### config.mk
export PLATFORM = sky130hd
export DESIGN_NAME = brent_kung_pipe_adder
export DESIGN_NICKNAME = d
export VERILOG_FILES = /design/src/rtl/bk_pkg.sv /design/src/rtl/bk_prefix_level.sv /design/src/rtl/brent_kung_pipe_adder.sv
export SDC_FILE = /design/constraint.sdc
export NUM_CORES = 1
export LEC_CHECK = 0
export ABC_CLOCK_PERIOD_IN_PS = 1800
export CORE_ASPECT_RATIO = 0.8
export CORE_MARGIN = 2
export CORE_UTILIZATION = 50
export CTS_CLUSTER_SIZE = 28
export DETAILED_ROUTE_END_ITERATION = 10
export PLACE_DENSITY = 0.71
export SLEW_MARGIN = 15
export SYNTH_ARGS = -nofsm -noshare
export SYNTH_HDL_FRONTEND = slang
export SYNTH_SLANG_ARGS = --single-unit
### constraint.sdc
create_clock -name clk -period 1.8 [get_ports clk]
set_input_delay 0.27 -clock clk [delete_from_list [all_inputs] [get_ports clk]]
set_output_delay 0.27 -clock clk [all_outputs]
set_load 0.02 [all_outputs]
### src/rtl/bk_pkg.sv
// -----------------------------------------------------------------------------
// bk_pkg
// Shared types and elaboration-time helpers for the pipelined Brent-Kung
// adder (brent_kung_pipe_adder) and its prefix-level sub-module.
//   gp_t          : one (generate, propagate) column pair.
//   bk_levels     : number of prefix levels after level 0, 2*log2(WIDTH)-1.
//   bk_reg_after  : 1 when a pipeline register follows the given level
//                   (the caller also excludes the final level).
//   bk_latency    : input-accept to out_valid latency in clock cycles.
// -----------------------------------------------------------------------------
package bk_pkg;

    typedef struct packed {
        logic g;
        logic p;
    } gp_t;

    function automatic int bk_levels(input int width);
        return 2 * $clog2(width) - 1;
    endfunction

    function automatic bit bk_reg_after(input int level, input int reg_every);
        if (reg_every <= 0 || level <= 0) begin
            return 1'b0;
        end
        return (level % reg_every) == 0;
    endfunction

    function automatic int bk_latency(input int width, input int reg_every);
        int levels;
        levels = bk_levels(width);
        if (reg_every <= 0) begin
            return 2;
        end
        // Input register + one register per internal cut + output register.
        return (levels + reg_every - 1) / reg_every + 1;
    endfunction

endpackage

### src/rtl/bk_prefix_level.sv
// -----------------------------------------------------------------------------
// bk_prefix_level
// One combinational level of the Brent-Kung prefix network.
//   LEVEL 1..log2(WIDTH)              : up-sweep, black cells at distance
//                                       2^(LEVEL-1) on columns i where
//                                       (i+1) is a multiple of 2^LEVEL.
//   LEVEL log2(WIDTH)+1..2*log2(W)-1  : down-sweep, gray cells filling the
//                                       remaining columns from the nearest
//                                       finished column DIST below.
// Ports:
//   gp_in  [WIDTH] : group (g,p) per column entering this level.
//   gp_out [WIDTH] : group (g,p) per column leaving this level.
// -----------------------------------------------------------------------------
module bk_prefix_level
    import bk_pkg::*;
#(
    parameter int WIDTH = 32,
    parameter int LEVEL = 1
) (
    input  gp_t [WIDTH-1:0] gp_in,
    output gp_t [WIDTH-1:0] gp_out
);

    localparam int LOG  = $clog2(WIDTH);
    localparam bit UP   = (LEVEL <= LOG);
    localparam int DIST = UP ? (1 << (LEVEL - 1)) : (1 << (2 * LOG - 1 - LEVEL));

    for (genvar i = 0; i < WIDTH; i++) begin : g_col
        localparam bit ACTIVE = UP ? (((i + 1) % (2 * DIST)) == 0)
                                   : ((((i + 1) % (2 * DIST)) == DIST) && (i >= 2 * DIST));
        if (ACTIVE && UP) begin : g_black
            assign gp_out[i].g = gp_in[i].g | (gp_in[i].p & gp_in[i-DIST].g);
            assign gp_out[i].p = gp_in[i].p & gp_in[i-DIST].p;
        end else if (ACTIVE) begin : g_gray
            // The column below is already a full prefix from bit 0, so only
            // g is needed; p is carried unchanged and never read downstream.
            assign gp_out[i].g = gp_in[i].g | (gp_in[i].p & gp_in[i-DIST].g);
            assign gp_out[i].p = gp_in[i].p;
        end else begin : g_pass
            assign gp_out[i] = gp_in[i];
        end
    end

endmodule

### src/rtl/brent_kung_pipe_adder.sv
// -----------------------------------------------------------------------------
// brent_kung_pipe_adder
// Pipelined Brent-Kung prefix adder/subtractor with carry-in.
//   result = a + (sub ? ~b : b) + (cin ^ sub)   (modulo 2^WIDTH)
// In subtract mode cout=1 means no borrow.
//
// Parameters:
//   WIDTH     : operand width, power of two, 4..128.
//   REG_EVERY : prefix levels between internal registers, 0 = none.
// Optional build macro:
//   BK_SIGNED_OVF_EN : adds output ovf (two's-complement signed overflow),
//                      registered alongside sum.
// Ports:
//   clk, rst_n          : clock (rising edge), async active-low reset.
//   in_valid / in_ready : operand beat handshake.
//   a, b, cin, sub      : operands, carry-in, subtract select.
//   out_valid/out_ready : result beat handshake.
//   sum, cout [, ovf]   : result, carry out of MSB [, signed overflow].
//
// Handshake: a beat transfers on a rising edge where valid & ready are both
// 1. The whole pipe advances together when advance = !out_valid | out_ready;
// in_ready equals advance, so input and output may transfer in the same cycle
// (1 beat/cycle). While out_valid=1 and out_ready=0 every stage holds and the
// outputs stay stable. Bubbles move with the pipe and are overwritten.
// -----------------------------------------------------------------------------
module brent_kung_pipe_adder
    import bk_pkg::*;
#(
    parameter int WIDTH     = 32,
    parameter int REG_EVERY = 3
) (
    input  logic             clk,
    input  logic             rst_n,
    input  logic             in_valid,
    output logic             in_ready,
    input  logic [WIDTH-1:0] a,
    input  logic [WIDTH-1:0] b,
    input  logic             cin,
    input  logic             sub,
    output logic             out_valid,
    input  logic             out_ready,
    output logic [WIDTH-1:0] sum,
`ifdef BK_SIGNED_OVF_EN
    output logic             ovf,
`endif
    output logic             cout
);

    localparam int LEVELS = bk_levels(WIDTH);

    logic advance;
    assign advance  = !out_valid || out_ready;
    assign in_ready = advance;

    // Input register: operand B and carry-in are already conditioned for
    // subtraction, so the network only ever adds.
    logic [WIDTH-1:0] a_q;
    logic [WIDTH-1:0] b_q;
    logic             c_q;
    logic             v_q;

    always_ff @(posedge clk or negedge rst_n) begin
        if (!rst_n) begin
            a_q <= '0;
            b_q <= '0;
            c_q <= 1'b0;
            v_q <= 1'b0;
        end else if (advance) begin
            a_q <= a;
            b_q <= b ^ {WIDTH{sub}};
            c_q <= cin ^ sub;
            v_q <= in_valid;
        end
    end

    // Level 0: per-bit g/p, with the carry-in folded into column 0 so every
    // later group generate already includes it.
    gp_t [WIDTH-1:0] gp0;
    logic [WIDTH-1:0] p0;

    assign p0 = a_q ^ b_q;

    always_comb begin
        for (int i = 0; i < WIDTH; i++) begin
            gp0[i].g = a_q[i] & b_q[i];
            gp0[i].p = p0[i];
        end
        gp0[0].g = (a_q[0] & b_q[0]) | (p0[0] & c_q);
    end

    // Stage j holds the network state after level j. A register follows
    // level j when bk_reg_after says so and j is not the last level (the
    // output register plays that role). Level-0 p, c_eff and the valid bit
    // travel alongside so the sum can be formed at the end.
    for (genvar j = 0; j <= LEVELS; j++) begin : g_lvl
        gp_t [WIDTH-1:0]  gp_s;
        logic [WIDTH-1:0] p0_s;
        logic             c0_s;
        logic             v_s;

        if (j == 0) begin : g_src
            assign gp_s = gp0;
            assign p0_s = p0;
            assign c0_s = c_q;
            assign v_s  = v_q;
        end else begin : g_net
            gp_t [WIDTH-1:0] gp_c;

            bk_prefix_level #(
                .WIDTH (WIDTH),
                .LEVEL (j)
            ) u_level (
                .gp_in  (g_lvl[j-1].gp_s),
                .gp_out (gp_c)
            );

            if (bk_reg_after(j, REG_EVERY) && (j < LEVELS)) begin : g_reg
                always_ff @(posedge clk or negedge rst_n) begin
                    if (!rst_n) begin
                        gp_s <= '0;
                        p0_s <= '0;
                        c0_s <= 1'b0;
                        v_s  <= 1'b0;
                    end else if (advance) begin
                        gp_s <= gp_c;
                        p0_s <= g_lvl[j-1].p0_s;
                        c0_s <= g_lvl[j-1].c0_s;
                        v_s  <= g_lvl[j-1].v_s;
                    end
                end
            end else begin : g_thru
                assign gp_s = gp_c;
                assign p0_s = g_lvl[j-1].p0_s;
                assign c0_s = g_lvl[j-1].c0_s;
                assign v_s  = g_lvl[j-1].v_s;
            end
        end
    end

    // Sum formation: c[0] is the raw c_eff, c[i] is the prefix generate of
    // bits i-1..0 (which already contains c_eff).
    gp_t [WIDTH-1:0]  gp_last;
    logic [WIDTH-1:0] g_last;
    logic [WIDTH-1:0] unused_p_last;
    logic [WIDTH-1:0] carry;
    logic [WIDTH-1:0] sum_d;
    logic             cout_d;

    assign gp_last = g_lvl[LEVELS].gp_s;

    always_comb begin
        for (int i = 0; i < WIDTH; i++) begin
            g_last[i]        = gp_last[i].g;
            unused_p_last[i] = gp_last[i].p;
        end
    end

    assign carry  = {g_last[WIDTH-2:0], g_lvl[LEVELS].c0_s};
    assign sum_d  = g_lvl[LEVELS].p0_s ^ carry;
    assign cout_d = g_last[WIDTH-1];

`ifdef BK_SIGNED_OVF_EN
    logic ovf_d;
    assign ovf_d = carry[WIDTH-1] ^ cout_d;
`endif

    always_ff @(posedge clk or negedge rst_n) begin
        if (!rst_n) begin
            out_valid <= 1'b0;
            sum       <= '0;
            cout      <= 1'b0;
`ifdef BK_SIGNED_OVF_EN
            ovf       <= 1'b0;
`endif
        end else if (advance) begin
            out_valid <= g_lvl[LEVELS].v_s;
            sum       <= sum_d;
            cout      <= cout_d;
`ifdef BK_SIGNED_OVF_EN
            ovf       <= ovf_d;
`endif
        end
    end

endmodule

Word-level counts from Yosys, hierarchy flattened
Index checks and enable logic that the tools add are counted.
{"block": "totals", "output_inout_bits": 35, "ff_bits": 285, "in_bits": 70, "elab_cells": 310}
{"block": "classes", "reduce_logical": 2, "bitwise_logic": 178}
{"cell": "1-bit bitwise AND", "count": 116}
{"cell": "32-bit bitwise XOR", "count": 3}
{"cell": "1-bit OR", "count": 58}
{"cell": "1-bit logical NOT", "count": 1}
{"cell": "1-bit logical OR", "count": 1}
{"cell": "1-bit bitwise XOR", "count": 1}

Logic depth before layout (Yosys ltp)
Gate-level depths: netlist of the first run.
{"block": "logic_depth", "depth_word": 9, "depth_mapped": 7, "depth_no_buf": 6}

Modules after synthesis
From an unflattened synthesis of the first run, not the netlist that was laid out.
{"block": "hier_totals", "cells_unflattened": 1304, "area_unflattened_um2": 17252.8}
{"mod": "brent_kung_pipe_adder", "area_each_um2": 12928.6, "instances": 1, "cells_per_inst": 728}
{"mod": "bk_prefix_level", "area_each_um2": 480.5, "instances": 9, "cells_per_inst": 64}

Worst setup path after synthesis of the first run
No wires, ideal clock.
{"block": "synth_path", "kind": "flip-flop to flip-flop", "start": "register a_q[9]", "end": "register g_lvl[3].gp_s[31] in the netlist's numbering", "stages_incl_launch_ff": 6, "setup_slack_ps": 354, "synth_period_minus_slack_ps": 1446, "t_arrival_ps": 1314, "required_time_ps": 1669, "setup_time_ps": 131, "cell_sequence": "dfrtp_1 ha_1 a21oi_1 o21ai_0 a221oi_1 a21oi_1"}
{"item": "from (decl)", "line": "brent_kung_pipe_adder.sv:57", "source": "logic [WIDTH-1:0] a_q;"}
{"item": "from (signal assigned)", "line": "brent_kung_pipe_adder.sv:64", "source": "a_q <= '0;"}
{"item": "from (signal assigned)", "line": "brent_kung_pipe_adder.sv:69", "source": "a_q <= a;"}
{"item": "to (signal assigned)", "line": "brent_kung_pipe_adder.sv:125", "source": "gp_s <= gp_c;"}
{"item": "to (decl)", "line": "brent_kung_pipe_adder.sv:96", "source": "gp_t [WIDTH-1:0] gp_s;"}

Worst setup path in the final report of the first run
{"block": "layout_path", "start": "register sum[28]", "end": "output sum[28]"}
{"item": "from (decl)", "line": "brent_kung_pipe_adder.sv:42", "source": "output logic [WIDTH-1:0] sum,"}
{"item": "from (signal assigned)", "line": "brent_kung_pipe_adder.sv:177", "source": "sum <= sum_d;"}
No word-level cell between the ends.

==> summary.txt, run 1 <==
Outcome
  • Status: complete, no violations

Final layout
  • Area of the multi-input gates: ~4100 sq um
  • Commonest non-fill, non-tap cell in the layout: nand2_1
  • Layout fillers: ~1,800
  • Register area: roughly 6400 sq um
  • Fin nets: around 1,400
  • Most frequent cells in the layout: nand2_1, dfrtp_1, clkdlybuf4s50_1
  • P&R area growth vs syn: 21.9%
  • Layout cells sized above 1: 5.90%

Setup path
  • Worst reg2reg path startpoint: a_q[9]$_DFFE_PN0P_
  • R2R Setup Slk: 0.15 ns
  • Worst Setup Start Kind: flop
  • Worst Path Max Fanout: 2
  • CP cell instances: clkdlybuf4s50_1
  • Crit-path max cell delay: just over 0.6 ns
  • CP Data Arrival Time: ~1.5 ns
  • Worst path required time: 1.53 ns
  • Worst r2r dst: g_lvl[3].gp_s[31]$_DFFE_PN0P_
  • Setup crit end kind: primary output
  • Worst setup endpoint: sum[28]
  • Worst setup startpoint: sum[28]$_DFFE_PN0P_
  • CP top delay family: buffers and inverters
  • Slowest stage cell, crit path: clkdlybuf4s50_1
  • Crit path kind: reg -> out
  • WP depth: 1
  • R2R cell count: 5
  • CP Buf/Inv Count: 1

Clock network
  • H-tree depth: 1
  • Clock transition at path regs: 0.06 ns
  • Root Driver: clkbuf_16
  • Clk buf depth: 3
  • CTS Sinks: ~260
  • CTS tree: done
  • Worst skew pair latency: ~0.52 ns
  • Cts bufs inserted: 26

Place
  • Pre-CTS setup slack: -0.0183 ns
  • GPL Wtd Cong: about 0.75
  • Hpwl dp: 14,000 um
  • PortBufs: between 100 and 150

STA
  • Worst slew pin tran: 0.423 ns
  • Final slew viol count: 0
  • Clock Skew: 0.0197 ns
  • Tmin final: between 1.5 and 2 ns
  • RSZ-0062 raised after global routing: no
  • Slew Limit Headroom: between 70% and 80%
  • Worst setup margin: just under 0.06 ns
  • Max Clk Rate: 574 MHz
  • Crit share post-route: a little over nine tenths
  • Fin. Hold Viols: 0
  • Setup-failing EPs final: 0

Floorplan
  • Die Area: ~23,000 sq um
  • Die X-Extent: about 170 um
  • Die Span Y: approximately 140 um
  • Core Box Area: 21,400 sq um
  • Initial core utilization: roughly half
  • Standard-cell row count: 48
  • IO Count: approximately 110

Power and ir drop
  • Max IR drop VDD: about 0.00072 V
  • Overall power: between 20 and 25 mW
  • Lkg Pwr: 6.69 nW
  • Pwr Density: 1750 nW/um^2

Routing
  • Via Count: roughly 7,600
  • Final ANT Viol Nets: 0
  • Routed WL: slightly above 20,000 um
  • Drt initial violations: ~520
  • WL per Instance: 13.3 um
  • Router iterations before antenna repair: 5
  • DR DRC count: 0
  • Via density: about 4.9

GRT
  • Initial antenna violation count: 1
  • Congestion Overflow GR: 0
  • First-pass GRT wire length: 35,300 um
  • All-Layer GR Usage: 18.7%
  • Vias in the first global route: a little over 7,000
  • Pin count of the biggest net entering global routing: between 100 and 150

Synth
  • Yosys cell types: 28
  • Synth Area per Inst: 9.28 sq um
  • Mapped Nets: roughly 1,300
  • Post-synthesis xor/xnor area fraction: 4.04%
  • Register area share after synthesis: 58.9%
  • Synth Warn #: 0
  • Register bit count reported by yosys: between 200 and 300
  • Multiplexer share of the synthesized area: less than 1%
  • Synth Area in Compound Gates: under 10%
  • Adder-cell area share of the yosys netlist: 5.42%
  • Largest family of logic cells by synthesized area: simple AND/OR/NAND/NOR gates
  • Post-Synth Simple-Gate Area: 22.5%
  • Gate count of the mapped netlist: approximately 1,200
  • Synthesized area: between 10,000 and 15,000 sq um

Hold path
  • Worst Hold Class: in -> async

Job
  • Max-Cap Viols: 0
==> worst min path at each step <==
stage                      from             endpoint  cells past startpoint
after CTS                  a[4]   a_q[4]$_DFFE_PN0P_                      3
after detailed placement  rst_n  sum[13]$_DFFE_PN0P_                      1
after global routing       a[0]   a_q[0]$_DFFE_PN0P_                      3
final                     rst_n  sum[13]$_DFFE_PN0P_                      2
after global placement    rst_n  sum[13]$_DFFE_PN0P_                      1
after floorplan           rst_n   a_q[0]$_DFFE_PN0P_                      0
==> logic make-up (layout without fill, tap and decap cells) <==
kind of cell	Yosys count	count (layout)
AOI/OAI and AO/OA	113	113
xor gates and xnor gates	50	50
adders and majority gates	47	47
buffers and inverters	64	184
DFF	255	255
muxes	4	4
other	0	1
and+or+nand+nor	635	635
==> worst register-to-register path: stages, from the launching register on <==
cell and delay, ns:
dfrtp_1 0.39, ha_1 0.31, a21oi_1 0.20, o21ai_0 0.17
a221oi_1 0.33, a21oi_1 0.11
==> power by group <==
part           leakage [nW]  internal (mW)  switching, mW
Combinational          3.09           3.28           4.34
Clock                 0.466           3.74           2.12
Sequential             3.14           8.22           1.40
Total                  6.69           15.2           7.87
==> flip-flops by register name, summed over array words and instances, names as in the netlist <==
| register | flops |
|---|---|
| c_q | 1 |
| b_q | 32 |
| g_lvl.c0_s | 2 |
| g_lvl.gp_s | 87 |
| out_valid | 1 |
| a_q | 32 |
| g_lvl.p0_s | 64 |
| sum | 32 |
| cout | 1 |
| g_lvl.v_s | 3 |
==> metrics by stage <==
| step | setup TNS [ns] | area [sq um] | utilization (%) | hold WS (ns) | std cells |
|---|---|---|---|---|---|
| floorplan | 0 | 10800 | - | -0.0256 | 1168 |
| global placement | 0 | 12200 | 57.1 | 0.220 | 1515 |
| detailed placement | -0.0475 | 12200 | 57.1 | 0.221 | 1515 |
| CTS | 0 | 13200 | 61.6 | 0.258 | 1563 |
| global route | 0 | 13200 | 61.6 | 0.263 | 1563 |
| finish | 0 | 13200 | 61.7 | 0.267 | 1564 |
==> layer usage <==
metal | GRT usage (%) | part of all wire, %
met1 | 28.2 | 50
met3 | 3.42 | 3.8
met2 | 28.8 | 45
met5 | 0 | 0
met4 | 3.69 | 1.4
==> cell type report <==
| cell class | instances | area share [%] |
|---|---|---|
| Clock inverter | 6 | 1.17 |
| Clock buffer | 41 | 6.04 |
| Sequential cell | 255 | 48.3 |
| Tap cell | 275 | 2.60 |
| Inverter | 4 | 0.151 |
| Antenna cell | 1 | 0.0189 |
| Multi-Input combinational cell | 849 | 31.3 |
| Timing Repair Buffer | 133 | 10.4 |
==> repair_timing <==
item                                    in CTS  in global routing
hold buffers                                 1                  0
buffers inserted                             0                  0
pin swaps                                    0                  1
hold endpoints to repair                    47                  0
cloned                                       0                  0
endpoints found under the setup margin       4                  6
gates resized for setup                      4                  5
==> synth_stat cells, drive strengths merged <==
library cell / n / area share [%]
a21oi: 25 / 1.2
o21bai: 4 / 0.28
buf: 54 / 2.6
a221oi: 3 / 0.24
and3: 1 / 0.058
ha: 47 / 5.4
xor2: 15 / 1.2
mux2i: 1 / 0.092
inv: 3 / 0.10
o21ai: 64 / 3.0
and4: 3 / 0.24
nand3: 7 / 0.32
a211oi: 2 / 0.14
dfrtp: 255 / 59
clkbuf: 6 / 0.21
clkinv: 1 / 0.046
nand2b: 4 / 0.23
xnor2: 35 / 2.8
a21o: 14 / 0.97
nor2b: 2 / 0.18
nand4: 3 / 0.17
o22ai: 1 / 0.058
nand2: 579 / 20
mux2: 3 / 0.31
nor2: 36 / 1.2
(Power assumes the default switching activity.)
==> run 2: changes to the inputs <==
--- a/config.mk
+++ b/config.mk
@@ -11,7 +11,7 @@
 export CORE_UTILIZATION = 50
 export CTS_CLUSTER_SIZE = 28
 export DETAILED_ROUTE_END_ITERATION = 10
-export PLACE_DENSITY = 0.71
+export PLACE_DENSITY = 0.79
 export SLEW_MARGIN = 15
 export SYNTH_ARGS = -nofsm -noshare
 export SYNTH_HDL_FRONTEND = slang
==> summary.txt, run 2 (same netlist as run 1, synthesis figures left out) <==
Setup path
  • Crit path kind: reg -> out
  • CP Data Arrival Time: 1.48 ns (about the same)
  • R2R Setup Slk: 0.13 ns (-0.02 ns)
  • Worst Setup Start Kind: flop
  • Setup crit end kind: primary output
  • Worst Path Max Fanout: 2 (unchanged)
  • CP cell instances: clkdlybuf4s50_1
  • CP top delay family: buffers and inverters
  • Worst reg2reg path startpoint: a_q[9]$_DFFE_PN0P_
  • R2R cell count: 5 (unchanged)
  • Slowest stage cell, crit path: clkdlybuf4s50_1
  • Crit-path max cell delay: 0.62 ns (about the same)
  • Worst path required time: 1.53 ns (about the same)
  • Worst r2r dst: g_lvl[3].gp_s[31]$_DFFE_PN0P_
  • CP Buf/Inv Count: 1 (unchanged)

GRT
  • Met3 usage: 3.33% (-0.088 points)
  • GR Util met1: 27.1% (-1.1 points)
  • First-pass GRT wire length: 35,900 um (+1.6%)
  • Met2 GRT Util: 31.5% (+2.7 points)
  • Congestion Overflow GR: 0 (unchanged)
  • Pin count of the biggest net entering global routing: 74 (-27%)
  • All-Layer GR Usage: 19.1% (+0.35 points)
  • Initial antenna violation count: 2 (+1)
  • GR peak layer: met2
  • Vias in the first global route: 7,508 (+4.4%)

Final layout
  • Commonest non-fill, non-tap cell in the layout: nand2_1
  • P&R area growth vs syn: 21.3%
  • Fin nets: 1,387 (+0.072%)
  • Top Registers: g_lvl.gp_s x87, g_lvl.p0_s x64
  • Most frequent cells in the layout: nand2_1, dfrtp_1, clkdlybuf4s50_1
  • Max FFs per register: 87 (unchanged)
  • Post-route design area: 13,200 sq um (-0.50%)
  • Biggest register: g_lvl.gp_s
  • Layout cells sized above 1: 6.21% (+0.31 points)

Routing
  • Via Count: 7,678 (+0.52%)
  • DR DRC count: 0 (unchanged)
  • Router iterations before antenna repair: 5 (unchanged)
  • Drt initial violations: 542 (+3.8%)
  • Final ANT Viol Nets: 0 (unchanged)
  • Routed WL: 21,100 um (+1.6%)
  • Via density: 4.91 (+0.52%)
  • WL per Instance: 13.5 um (+1.6%)

STA
  • Clock Skew: 0.0107 ns (-0.00906 ns)
  • Slew Limit Headroom: 63.2% (-8.5 points)
  • Max Clk Rate: 570 MHz (-0.74%)
  • Crit share post-route: 97.5% (+0.72 points)
  • Final slew viol count: 0 (unchanged)
  • Setup-failing EPs final: 0 (unchanged)
  • Fin. Hold Viols: 0 (unchanged)
  • Tmin final: 1.75 ns (+0.0129 ns)
  • Setup TNS: 0 ns (unchanged)
  • Worst slew pin tran: 0.551 ns (+0.128 ns)

Outcome
  • Status: complete, no violations

Clock network
  • Root Driver: clkbuf_16
  • Clk buf depth: 3 (unchanged)
  • Cts bufs inserted: 26 (unchanged)
  • CTS tree: done
  • Worst skew pair latency: 0.52 ns (about the same)
  • H-tree depth: 1 (unchanged)
  • Clock transition at path regs: 0.06 ns (about the same)
  • CTS Sinks: 255 (unchanged)

Floorplan
  • Die X-Extent: 169 um (unchanged)
  • Initial core utilization: 50.6% (unchanged)
  • Die Area: 22,900 sq um (unchanged)
  • IO Count: 105 (unchanged)
  • Core Box Area: 21,400 sq um (unchanged)
  • Standard-cell row count: 48 (unchanged)
  • Die Span Y: 136 um (unchanged)

Power and ir drop
  • Pwr Density: 1720 nW/um^2 (-1.4%)
  • Overall power: 22.7 mW (-1.9%)
  • Lkg Pwr: 6.70 nW (+0.10%)
  • Max IR drop VDD: 0.000772 V (+6.8%)

Place
  • GPL Wtd Cong: 0.798 (+6.8%)
  • PortBufs: 104 (unchanged)
  • Placed inst area: 12,200 sq um (unchanged)
  • Hpwl dp: 14,400 um (+3.2%)

Job
  • Max-Cap Viols: 0 (unchanged)

Hold path
  • Worst Hold Class: in -> async
run 2: changes by cell type in the layout (fill, tap and decap cells not counted), moves of 2 or more:
cell             previous run  this run
dlymetal6s2s_1              3         6
clkbuf_1                    7         3
clkinvlp_4                  0         2
bufinv_16                   5         2
clkdlybuf4s50_1            95        92
clkbuf_8                    7         5
clkinv_2                    1         6
run 2: power breakdown:
group / switching (mW) / internal, mW / total (mW)
sequential: 1.41 / 8.22 / 9.63
clock: 2.19 / 3.23 / 5.42
combinational: 4.38 / 3.24 / 7.63
run 2: worst max path at each step:
stage | startpoint | to | slack [ns] | cells after the start
finish | sum[12]$_DFFE_PN0P_ | sum[12] | 0.05 | 1
global route | a_q[25]$_DFFE_PN0P_ | g_lvl[3].gp_s[63]$_DFFE_PN0P_ | -0.003 | 5
CTS | sum[2]$_DFFE_PN0P_ | sum[2] | 0.001 | 1
detailed placement | out_ready | g_lvl[3].gp_s[3]$_DFFE_PN0P_ | -0.03 | 7
global placement | out_ready | in_ready | 0.01 | 4
floorplan | a_q[9]$_DFFE_PN0P_ | g_lvl[3].gp_s[31]$_DFFE_PN0P_ | 0.35 | 5
run 2: per-stage QoR:
step / cells / hold slack [ns] / utilization (%) / setup WS [ns]
2_1_floorplan: 1168 / -0.0256 / - / 0.354
3_3_place_gp: 1515 / 0.205 / 57.1 / 0.0133
3_5_place_dp: 1515 / 0.209 / 57.1 / -0.0310
4_1_cts: 1563 / 0.254 / 61.2 / 0.000974
5_1_grt: 1563 / 0.281 / 61.3 / -0.00297
6_report: 1564 / 0.253 / 61.3 / 0.0458
run 2: area by class of cell:
class | count | area (sq um)
multi-input cells | 849 | 4140
clock buffers | 35 | 756
diodes | 1 | 2.50
inverters | 4 | 20.0
well taps | 275 | 344
clock inverters | 11 | 114
fillers | 1773 | 8290
flip-flops and latches | 255 | 6380
repair buffers | 134 | 1390
run 2: worst reg2reg max path, delay by kind of cell, from the launching register on:
family	cells	cell delay, ns
DFF	1	0.39
adders and majority gates	1	0.31
AOI/OAI and AO/OA	4	0.85
run 2: per-layer routing:
metal | share of wire, % | wire [um]
met5 | 0.076 | 16
met4 | 1.5 | 315
met3 | 4.2 | 885
met2 | 46 | 9750
met1 | 48 | 10200
run 2: timing repair:
item / in CTS / in global routing
setup endpoints to repair: 4 / 8
hold buffers: 1 / 0
pin swaps: 0 / 2
endpoints found under the hold margin: 42 / 0
buffers inserted: 1 / 0
gates resized for setup: 4 / 7
